[config.mk]
export PLATFORM = sky130hd
export DESIGN_NAME = usb_in_ep_scheduler
export DESIGN_NICKNAME = d
export VERILOG_FILES = /design/src/rtl/usb_in_sched_pkg.sv /design/src/rtl/usb_in_ep_scheduler_rr_arb2.sv /design/src/rtl/usb_in_ep_scheduler.sv
export SDC_FILE = /design/constraint.sdc
export NUM_CORES = 1
export LEC_CHECK = 0
export BUFFER_PORTS_ARGS = -buffer_cell sky130_fd_sc_hd__buf_2
export CORE_ASPECT_RATIO = 1.25
export CORE_MARGIN = 2
export CORE_UTILIZATION = 46
export DETAILED_ROUTE_END_ITERATION = 7
export PLACE_DENSITY = 0.87
export SYNTH_ARGS = -nofsm -noshare
export SYNTH_HDL_FRONTEND = slang
export SYNTH_SLANG_ARGS = --single-unit
[constraint.sdc]
create_clock -name clk -period 1.4 [get_ports clk]
set_input_delay 0 -clock clk [delete_from_list [all_inputs] [get_ports clk]]
set_output_delay 0 -clock clk [all_outputs]
set_load 0.02 [all_outputs]
[src/rtl/usb_in_sched_pkg.sv]
// Shared types and constants for the USB IN endpoint scheduler.
package usb_in_sched_pkg;

   localparam int         CNT_W   = 7;
   localparam logic [7:0] HDR_TAG = 8'h80;

   typedef enum logic [2:0] {
      ST_IDLE = 3'd0,
      ST_REQ  = 3'd1,
      ST_HDR  = 3'd2,
      ST_DATA = 3'd3,
      ST_DONE = 3'd4,
      ST_ACK  = 3'd5
   } state_t;

endpackage

[src/rtl/usb_in_ep_scheduler_rr_arb2.sv]
// Two-way round-robin picker: a lone requester wins, a tie goes to the
// channel that did not own the previous packet.
module rr_arb2 (
   input  logic [1:0] valid,
   input  logic       last_ch,
   output logic       grant,
   output logic       idx
);

   // pick the winner combinationally
   always_comb begin
      grant = |valid;
      idx   = (&valid) ? ~last_ch : valid[1];
   end

endmodule

[src/rtl/usb_in_ep_scheduler.sv]
// Packetising scheduler sharing one USB IN endpoint between two byte
// producers. Packets close on MAX_PKT bytes or FLUSH_CYCLES idle cycles.
// Optional macro USB_IN_SCHED_HDR_EN prefixes each packet with 8'h80|ch.
module usb_in_ep_scheduler
   import usb_in_sched_pkg::*;
#(
   parameter int MAX_PKT      = 64,
   parameter int FLUSH_CYCLES = 1024
) (
   input  logic       clk,
   input  logic       reset,
   input  logic       ch0_valid,
   input  logic [7:0] ch0_data,
   output logic       ch0_ready,
   input  logic       ch1_valid,
   input  logic [7:0] ch1_data,
   output logic       ch1_ready,
   output logic       in_ep_req,
   input  logic       in_ep_grant,
   input  logic       in_ep_data_free,
   output logic       in_ep_data_put,
   output logic [7:0] in_ep_data,
   output logic       in_ep_data_done,
   input  logic       in_ep_acked,
   output logic       in_ep_stall,
   output logic       busy,
   output logic       active_ch
);

   localparam int               IDLE_W   = $clog2(FLUSH_CYCLES);
   localparam logic [IDLE_W-1:0] IDLE_MAX = IDLE_W'(FLUSH_CYCLES - 1);
   localparam logic [CNT_W-1:0]  CNT_LAST = CNT_W'(MAX_PKT - 1);

   state_t              state, state_nx;
   logic                last_ch, act;
   logic [CNT_W-1:0]    byte_cnt;
   logic [IDLE_W-1:0]   idle_cnt;
   logic                arb_gnt, arb_idx;
   logic                sel_valid;
   logic [7:0]          sel_data;
   logic                put;

   rr_arb2 u_arb (
      .valid   ({ch1_valid, ch0_valid}),
      .last_ch (last_ch),
      .grant   (arb_gnt),
      .idx     (arb_idx)
   );

   assign sel_valid   = act ? ch1_valid : ch0_valid;
   assign sel_data    = act ? ch1_data  : ch0_data;
   assign in_ep_stall = 1'b0;
   assign busy        = (state != ST_IDLE);
   assign active_ch   = act;

   // state register
   always_ff @(posedge clk) begin
      if (!reset) state <= ST_IDLE;
      else        state <= state_nx;
   end

   // channel ownership and packet counters
   always_ff @(posedge clk) begin
      if (!reset) begin
         last_ch  <= 1'b1;
         act      <= 1'b0;
         byte_cnt <= '0;
         idle_cnt <= '0;
      end else begin
         case (state)
            ST_IDLE: if (arb_gnt) begin
               act     <= arb_idx;
               last_ch <= arb_idx;
            end
            ST_REQ: begin
               byte_cnt <= '0;
               idle_cnt <= '0;
            end
            ST_DATA: begin
               if (put) begin
                  byte_cnt <= byte_cnt + CNT_W'(1);
                  idle_cnt <= '0;
               end else if (idle_cnt != IDLE_MAX) begin
                  idle_cnt <= idle_cnt + IDLE_W'(1);
               end
            end
            default: ;
         endcase
      end
   end

   // next-state: a packet ends on its last allowed byte or on a full idle window
   always_comb begin
      state_nx = state;
      case (state)
         ST_IDLE: if (arb_gnt) state_nx = ST_REQ;
         ST_REQ: if (in_ep_grant && in_ep_data_free) begin
`ifdef USB_IN_SCHED_HDR_EN
            state_nx = ST_HDR;
`else
            state_nx = ST_DATA;
`endif
         end
`ifdef USB_IN_SCHED_HDR_EN
         ST_HDR: if (in_ep_data_free) state_nx = ST_DATA;
`endif
         ST_DATA: begin
            if (put && byte_cnt == CNT_LAST)       state_nx = ST_DONE;
            else if (!put && idle_cnt == IDLE_MAX) state_nx = ST_DONE;
         end
         ST_DONE: state_nx = ST_ACK;
         ST_ACK:  if (in_ep_acked) state_nx = ST_IDLE;
         default: state_nx = ST_IDLE;
      endcase
   end

   // outputs: ready/put are pass-through so a byte lands in the same cycle
   always_comb begin
      in_ep_req       = 1'b0;
      in_ep_data_done = 1'b0;
      ch0_ready       = 1'b0;
      ch1_ready       = 1'b0;
      put             = 1'b0;
      in_ep_data      = 8'h00;
      case (state)
         ST_REQ: in_ep_req = 1'b1;
`ifdef USB_IN_SCHED_HDR_EN
         ST_HDR: begin
            in_ep_req  = 1'b1;
            put        = in_ep_data_free;
            in_ep_data = HDR_TAG | {7'b0, act};
         end
`endif
         ST_DATA: begin
            in_ep_req  = 1'b1;
            ch0_ready  = !act && in_ep_grant && in_ep_data_free;
            ch1_ready  =  act && in_ep_grant && in_ep_data_free;
            put        = sel_valid && in_ep_grant && in_ep_data_free;
            in_ep_data = sel_data;
         end
         ST_DONE: in_ep_data_done = 1'b1;
         default: ;
      endcase
      in_ep_data_put = put;
   end

endmodule
**Word level (Yosys, flattened, before mapping)**

Cells that the tools add are included.

- Bits in registers: 22
- Logic and storage cells: 62
- Output and inout bits: 16

- Bitwise operators: 1
- Eq/ne operators: 13
- Reduce and logical (&&, ||, !) cells: 21
- $add $sub $neg: 2
- Mux-type cells: 20

Operators by type and width:

| cell | count |
|---|---|
| $mux 10 | 2 |
| $pmux 10 s2 | 1 |
| $mux 8 | 2 |
| $mux 3 | 5 |
| $pmux 3 s5 | 1 |
| $pmux 7 s2 | 1 |
| $add 10x1->10 const B | 1 |
| $eq 10x10->1 const B | 1 |
| $ne 10x10->1 const B | 1 |
| $logic_and 1x1->1 | 9 |
| $ne 2x2->1 const B | 4 |
| $reduce_and 2->1 | 4 |
| $add 7x1->7 const B | 1 |
| $eq 7x6->1 const B | 1 |
| $mux 1 | 7 |
| $mux 7 | 1 |
| $eq 3x3->1 const B | 2 |
| $ne 3x3->1 const B | 2 |
| $reduce_and 4->1 | 1 |
| $reduce_or 2->1 | 2 |
| $eq 3x1->1 const B | 1 |
| $eq 3x2->1 const B | 1 |
| $logic_not 3->1 | 1 |
| $reduce_bool 3->1 | 1 |
| 3 further kinds | 4 |

**Depth between registers and ports, before layout**

- Depth after elaboration: 9
- Mapped depth: 6
- Mapped depth without buffers: 5

**Modules after synthesis**

A second synthesis with hierarchy kept.

- Cells, all modules: 183
- Area total of the unflattened synthesis: 1460.2 um^2

Modules (own cells, without submodules):

| module | cells an instance | area an instance (um^2) | instances | sequential area each (um^2) |
|---|---|---|---|---|
| usb_in_ep_scheduler | 181 | 1446.4 | 1 | 440.4 |
| rr_arb2 | 2 | 13.8 | 1 | 0.0 |

**Worst setup path after synthesis**

OpenSTA, ideal clock, no wires.

- Path kind: register -> register
- From: register act (netlist: active_ch)
- To: register state[2]
- Path slack: -0.283 ns
- Clock period less this slack: 1.683 ns
- Data arrival time: 1.567 ns
- Buffers on the path: 0
- Data required time: 1.284 ns
- Stages on the path, launching flop included: 5
- Cells stage by stage: dfxtp_1 mux2_4 nand2_1 mux2_2 a31o_1

- Word-level cells in the longest chain between the ends: 8
- Elaborated cells between the ends (all ways): 11
- Those cells by class: eq/ne: 1; mux: 4; reduce/logical: 6

RTL lines:

| element | line | RTL |
|---|---|---|
| from (decl) | usb_in_ep_scheduler.sv:35 | `logic last_ch, act;` |
| from (signal assigned) | usb_in_ep_scheduler.sv:72 | `act <= arb_idx;` |
| $mux 1 * | usb_in_ep_scheduler.sv:50 | `assign sel_valid = act ? ch1_valid : ch0_valid;` |
| $logic_and 1x1->1 * (2 in a row) | usb_in_ep_scheduler.sv:138 | `put = sel_valid && in_ep_grant && in_ep_data_free;` |
| $mux 1 * | usb_in_ep_scheduler.sv:125 | `case (state)` |
| $logic_not 1->1 | usb_in_ep_scheduler.sv:109 | `else if (!put && idle_cnt == IDLE_MAX) state_nx = ST_DONE;` |
| $logic_and 1x1->1 | usb_in_ep_scheduler.sv:109 |  |
| $ne 3x3->1 (no source line) | -- |  |
| $reduce_and 4->1 (no source line) | -- |  |
| to (signal assigned) | usb_in_ep_scheduler.sv:59 | `else state <= state_nx;` |
| to (decl) | usb_in_ep_scheduler.sv:34 | `state_t state, state_nx;` |

Mark *: on every way between the ends. The rest lies on a longest branch, timed or not.
A chain may end at the register's enable or synchronous reset.

**Final worst setup path**

- From: register act (netlist: active_ch)
- To: register idle_cnt[5]

- Word-level cells in the longest chain between the ends: 6
- Elaborated cells between the ends (all ways): 8
- Those cells by class: eq/ne: 1; mux: 4; reduce/logical: 3

RTL lines:

| element | line | RTL |
|---|---|---|
| $mux 1 * | usb_in_ep_scheduler.sv:50 |  |
| $logic_and 1x1->1 * (2 in a row) | usb_in_ep_scheduler.sv:138 |  |
| $mux 1 * | usb_in_ep_scheduler.sv:125 |  |
| $mux 10 or $ne 3x3->1 (tied branches) | -- |  |
| $pmux 10 s2 or $reduce_and 2->1 (tied branches) | -- |  |
| to (signal assigned) | usb_in_ep_scheduler.sv:84 | `idle_cnt <= idle_cnt + IDLE_W'(1);` |
| to (decl) | usb_in_ep_scheduler.sv:37 | `logic [IDLE_W-1:0] idle_cnt;` |

Marked as above.

==> reports/metrics.yaml <==
power.density_nw_per_um2: 665
violations: "negative setup slack"
cts_root_buffer: "clkbuf_4"
nets: 268
rr_startpoint: "active_ch"
min_from: "in_ep_acked"
routedWlPerCell_um: 19.6
crit_start: "active_ch"
grt_pass1_vias: 1517
grt_usage: 0.280
antenna_found_initial: 0
wirelength_um: 5420
die_area_um2: 3350
io_pins: 39
setup_viol: 26
syn_inst: 168
layout-drive-gt1-share: 0.483
timing.hold.ws_ns: 0.0500
r2r-end: "idle_cnt[5]"
drtPass1Iterations: 5
synth-adder-area-share: 0.0187
post-dp-hpwl_um: 2720
area_delta_synth_final_pct: 59.0
crit_fanout: 6
ir_drop_mv: 0.724
finalCriticalPeriod_ns: 1.57
timing.fmax_mhz: 637
die_height_um: 64.2
dp.cells: 260
n_fill_cell: 168
numCtsBuffers: 3
rsz0062_at_grt: "true"
grt_pass1_wl_um: 7070
row_count: 21
port-buffer-count: 37
path_clk_slew_ns: 0.14
syn_avg_cell_area_um2: 7.95
reg2reg_slack_ns: -0.17
synth_mux_area_frac: 0.0872
synthSimpleGateAreaFrac: 0.277
leakagePower_nw: 0.876
final_core_util: 0.777
synthesis.area_um2: 1340
crit_arrival_ns: 1.81
synthDistinctLibCells: 42
synth_xor_area_frac: 0
ant_nets: 0
crit_path_start_kind: "flip-flop"
final-max-slew-violation-count: 0
initial_core_util: 0.489
worstPathRequired_ns: 1.65
cts_buffer_depth: 2
worstSetupEndpointType: "flip-flop"
yosysWarnings: 0
cts_tree: "built"
grt_max_degree: 13
final_cells: 276
htree_levels: 1
busiest_layer: "met2"
setup_tns_ns: -1.66
hold_path.class: "in -> reg"
path_class: "reg -> reg"
use_met3: 0.0421
status: "finished with violations"
synth_top_family_by_area: "simple AND/OR/NAND/NOR gates"
place.gp.congestion: 0.823
yosysSeqAreaShare: 0.330
drtIter0Drc: 153
ys_seq_elements: 22
drc: 0
vias_per_cell: 6.43
synth_fp_nets: 193
core_um2: 2730
clock_skew_ns: 0.00506
synth_compound_area_frac: 0.231
hold_viol: 0
clk_latency_ns: 0.31
max_cap_viol_count: 0
vias: 1775
ff2ff_path_depth: 6
dieWidth_um: 52.2
worst_slack_ns: -0.169
worstSetupEndpoint: "idle_cnt[5]"
cts_num_sinks: 22
overflow: 0
grtUsageMet2: 0.494
grtUsageMet1: 0.330
fin_crit_sh: 1.12
diodes: 0
-- timing repair --
action,CTS,global route
pin swaps,5,17
endpoints found under the hold margin,2,0
gates resized for setup,22,40
buffers inserted,2,6
hold buffers,2,0
setup endpoints to repair,28,30
gates cloned,2,0
-- final cells by class --
class | count | area (µm²) | area share
clock buffers | 4 | 36.3 | 0.0171
repair buffers | 79 | 567 | 0.267
multi-input cells | 130 | 995 | 0.469
well taps | 34 | 42.5 | 0.0200
inverters | 7 | 28.8 | 0.0136
flip-flops and latches | 22 | 453 | 0.213
-- routing by layer --
| metal | share of wire | wire length, µm |
|---|---|---|
| met3 | 0.077 | 420 |
| met2 | 0.50 | 2710 |
| met1 | 0.36 | 1960 |
| met4 | 0.061 | 330 |
| met5 | 0 | 0 |
-- cells in the mapped netlist --
master     number  share of area
a31oi_1         5          0.023
o21ai_1         6          0.022
ha_1            2          0.019
nor3_1          4          0.015
nand3_1         9          0.034
a311o_1         1         0.0075
a32oi_1         1         0.0066
a31o_1          1         0.0066
nand3b_1        3          0.017
and2_1          2         0.0094
conb_1          1         0.0028
o211ai_1        5          0.028
buf_1           1         0.0028
clkbuf_1        4          0.011
o2111ai_1       1         0.0066
nand4b_1        3          0.020
nor3_2          1         0.0075
nor2_1         15          0.042
o21ai_0         4          0.015
buf_2           2         0.0075
buf_4           2          0.011
inv_2           2         0.0056
o21a_1          1         0.0056
a21boi_2        1         0.0084
a41oi_2         1          0.012
or3_1           4          0.019
a21oi_1        13          0.049
or4_1           3          0.017
mux2i_1         9          0.067
and4_1          1         0.0066
inv_1           5          0.014
mux2_2          1         0.0084
nand2b_1        3          0.014
nand4_1         4          0.019
o31ai_1         4          0.022
dfxtp_1        22           0.33
and3_1          2         0.0094
nand2_1        14          0.039
a211oi_1        2          0.011
nand4_2         1         0.0094
mux2_4          1          0.011
a41oi_1         1         0.0066
-- state kept, by name, summed over array words and instances (netlist names) --
register and cells:
idle_cnt 10, byte_cnt 7, state 3, active_ch 1, last_ch 1
-- layout by cell type, fill, tap and decap left out, drive strengths merged, types with 2 or more instances in the layout --
| cell | count |
|---|---|
| a211oi | 2 |
| nand4 | 5 |
| mux2i | 9 |
| ha | 2 |
| nand2b | 3 |
| and3 | 2 |
| and2 | 2 |
| a21oi | 13 |
| o31ai | 4 |
| nand3b | 3 |
| dfxtp | 22 |
| nor3 | 5 |
| nand2 | 14 |
| nand3 | 9 |
| dlygate4sd3 | 2 |
| nand4b | 3 |
| nor2 | 15 |
| o211ai | 5 |
| or3 | 4 |
| o21ai | 10 |
| a31oi | 5 |
| inv | 7 |
| or4 | 3 |
| a41oi | 2 |
| buf | 77 |
| clkbuf | 4 |
| mux2 | 2 |
-- cell families after synthesis --
group / Yosys count
adder cells (fa/ha/maj): 2
buffers and inverters: 16
multiplexers: 11
AO/OA/AOI/OAI: 47
AND/OR/NAND/NOR: 69
other: 1
flip-flops: 22
-- report_power, final --
part | total (mW) | internal [mW] | switching [mW]
combinational | 0.388 | 0.175 | 0.213
sequential | 0.653 | 0.637 | 0.0156
clock | 0.370 | 0.159 | 0.212
-- worst min-delay path by stage --
stage	end	slack [ns]	depth (start not counted)
final	state[0]	0.05	3
after floorplan	ch0_ready	0.13	2
after global placement	last_ch	0.27	2
after detailed placement	last_ch	0.29	2
after CTS	state[0]	0.04	3
after global routing	state[0]	0.05	3
-- through the flow --
step | setup WS [ns] | total power [mW] | instance area [µm²]
final | -0.169 | 1.41 | 2120
after global routing | -0.211 | 1.45 | 2120
after CTS | -0.0284 | 1.34 | 1940
after detailed placement | -0.105 | 0.941 | 1770
after global placement | -0.0575 | 0.931 | 1770
after floorplan | -0.0752 | 0.818 | 1370
-- critical path: stages, from the launching register on --
cell and delay [ns]:
dfxtp_4 0.38, mux2_4 0.35, buf_6 0.14, a21oi_4 0.19
buf_6 0.16, a41oi_2 0.11, a31oi_1 0.16
Power figures use the tool's default switching activity.
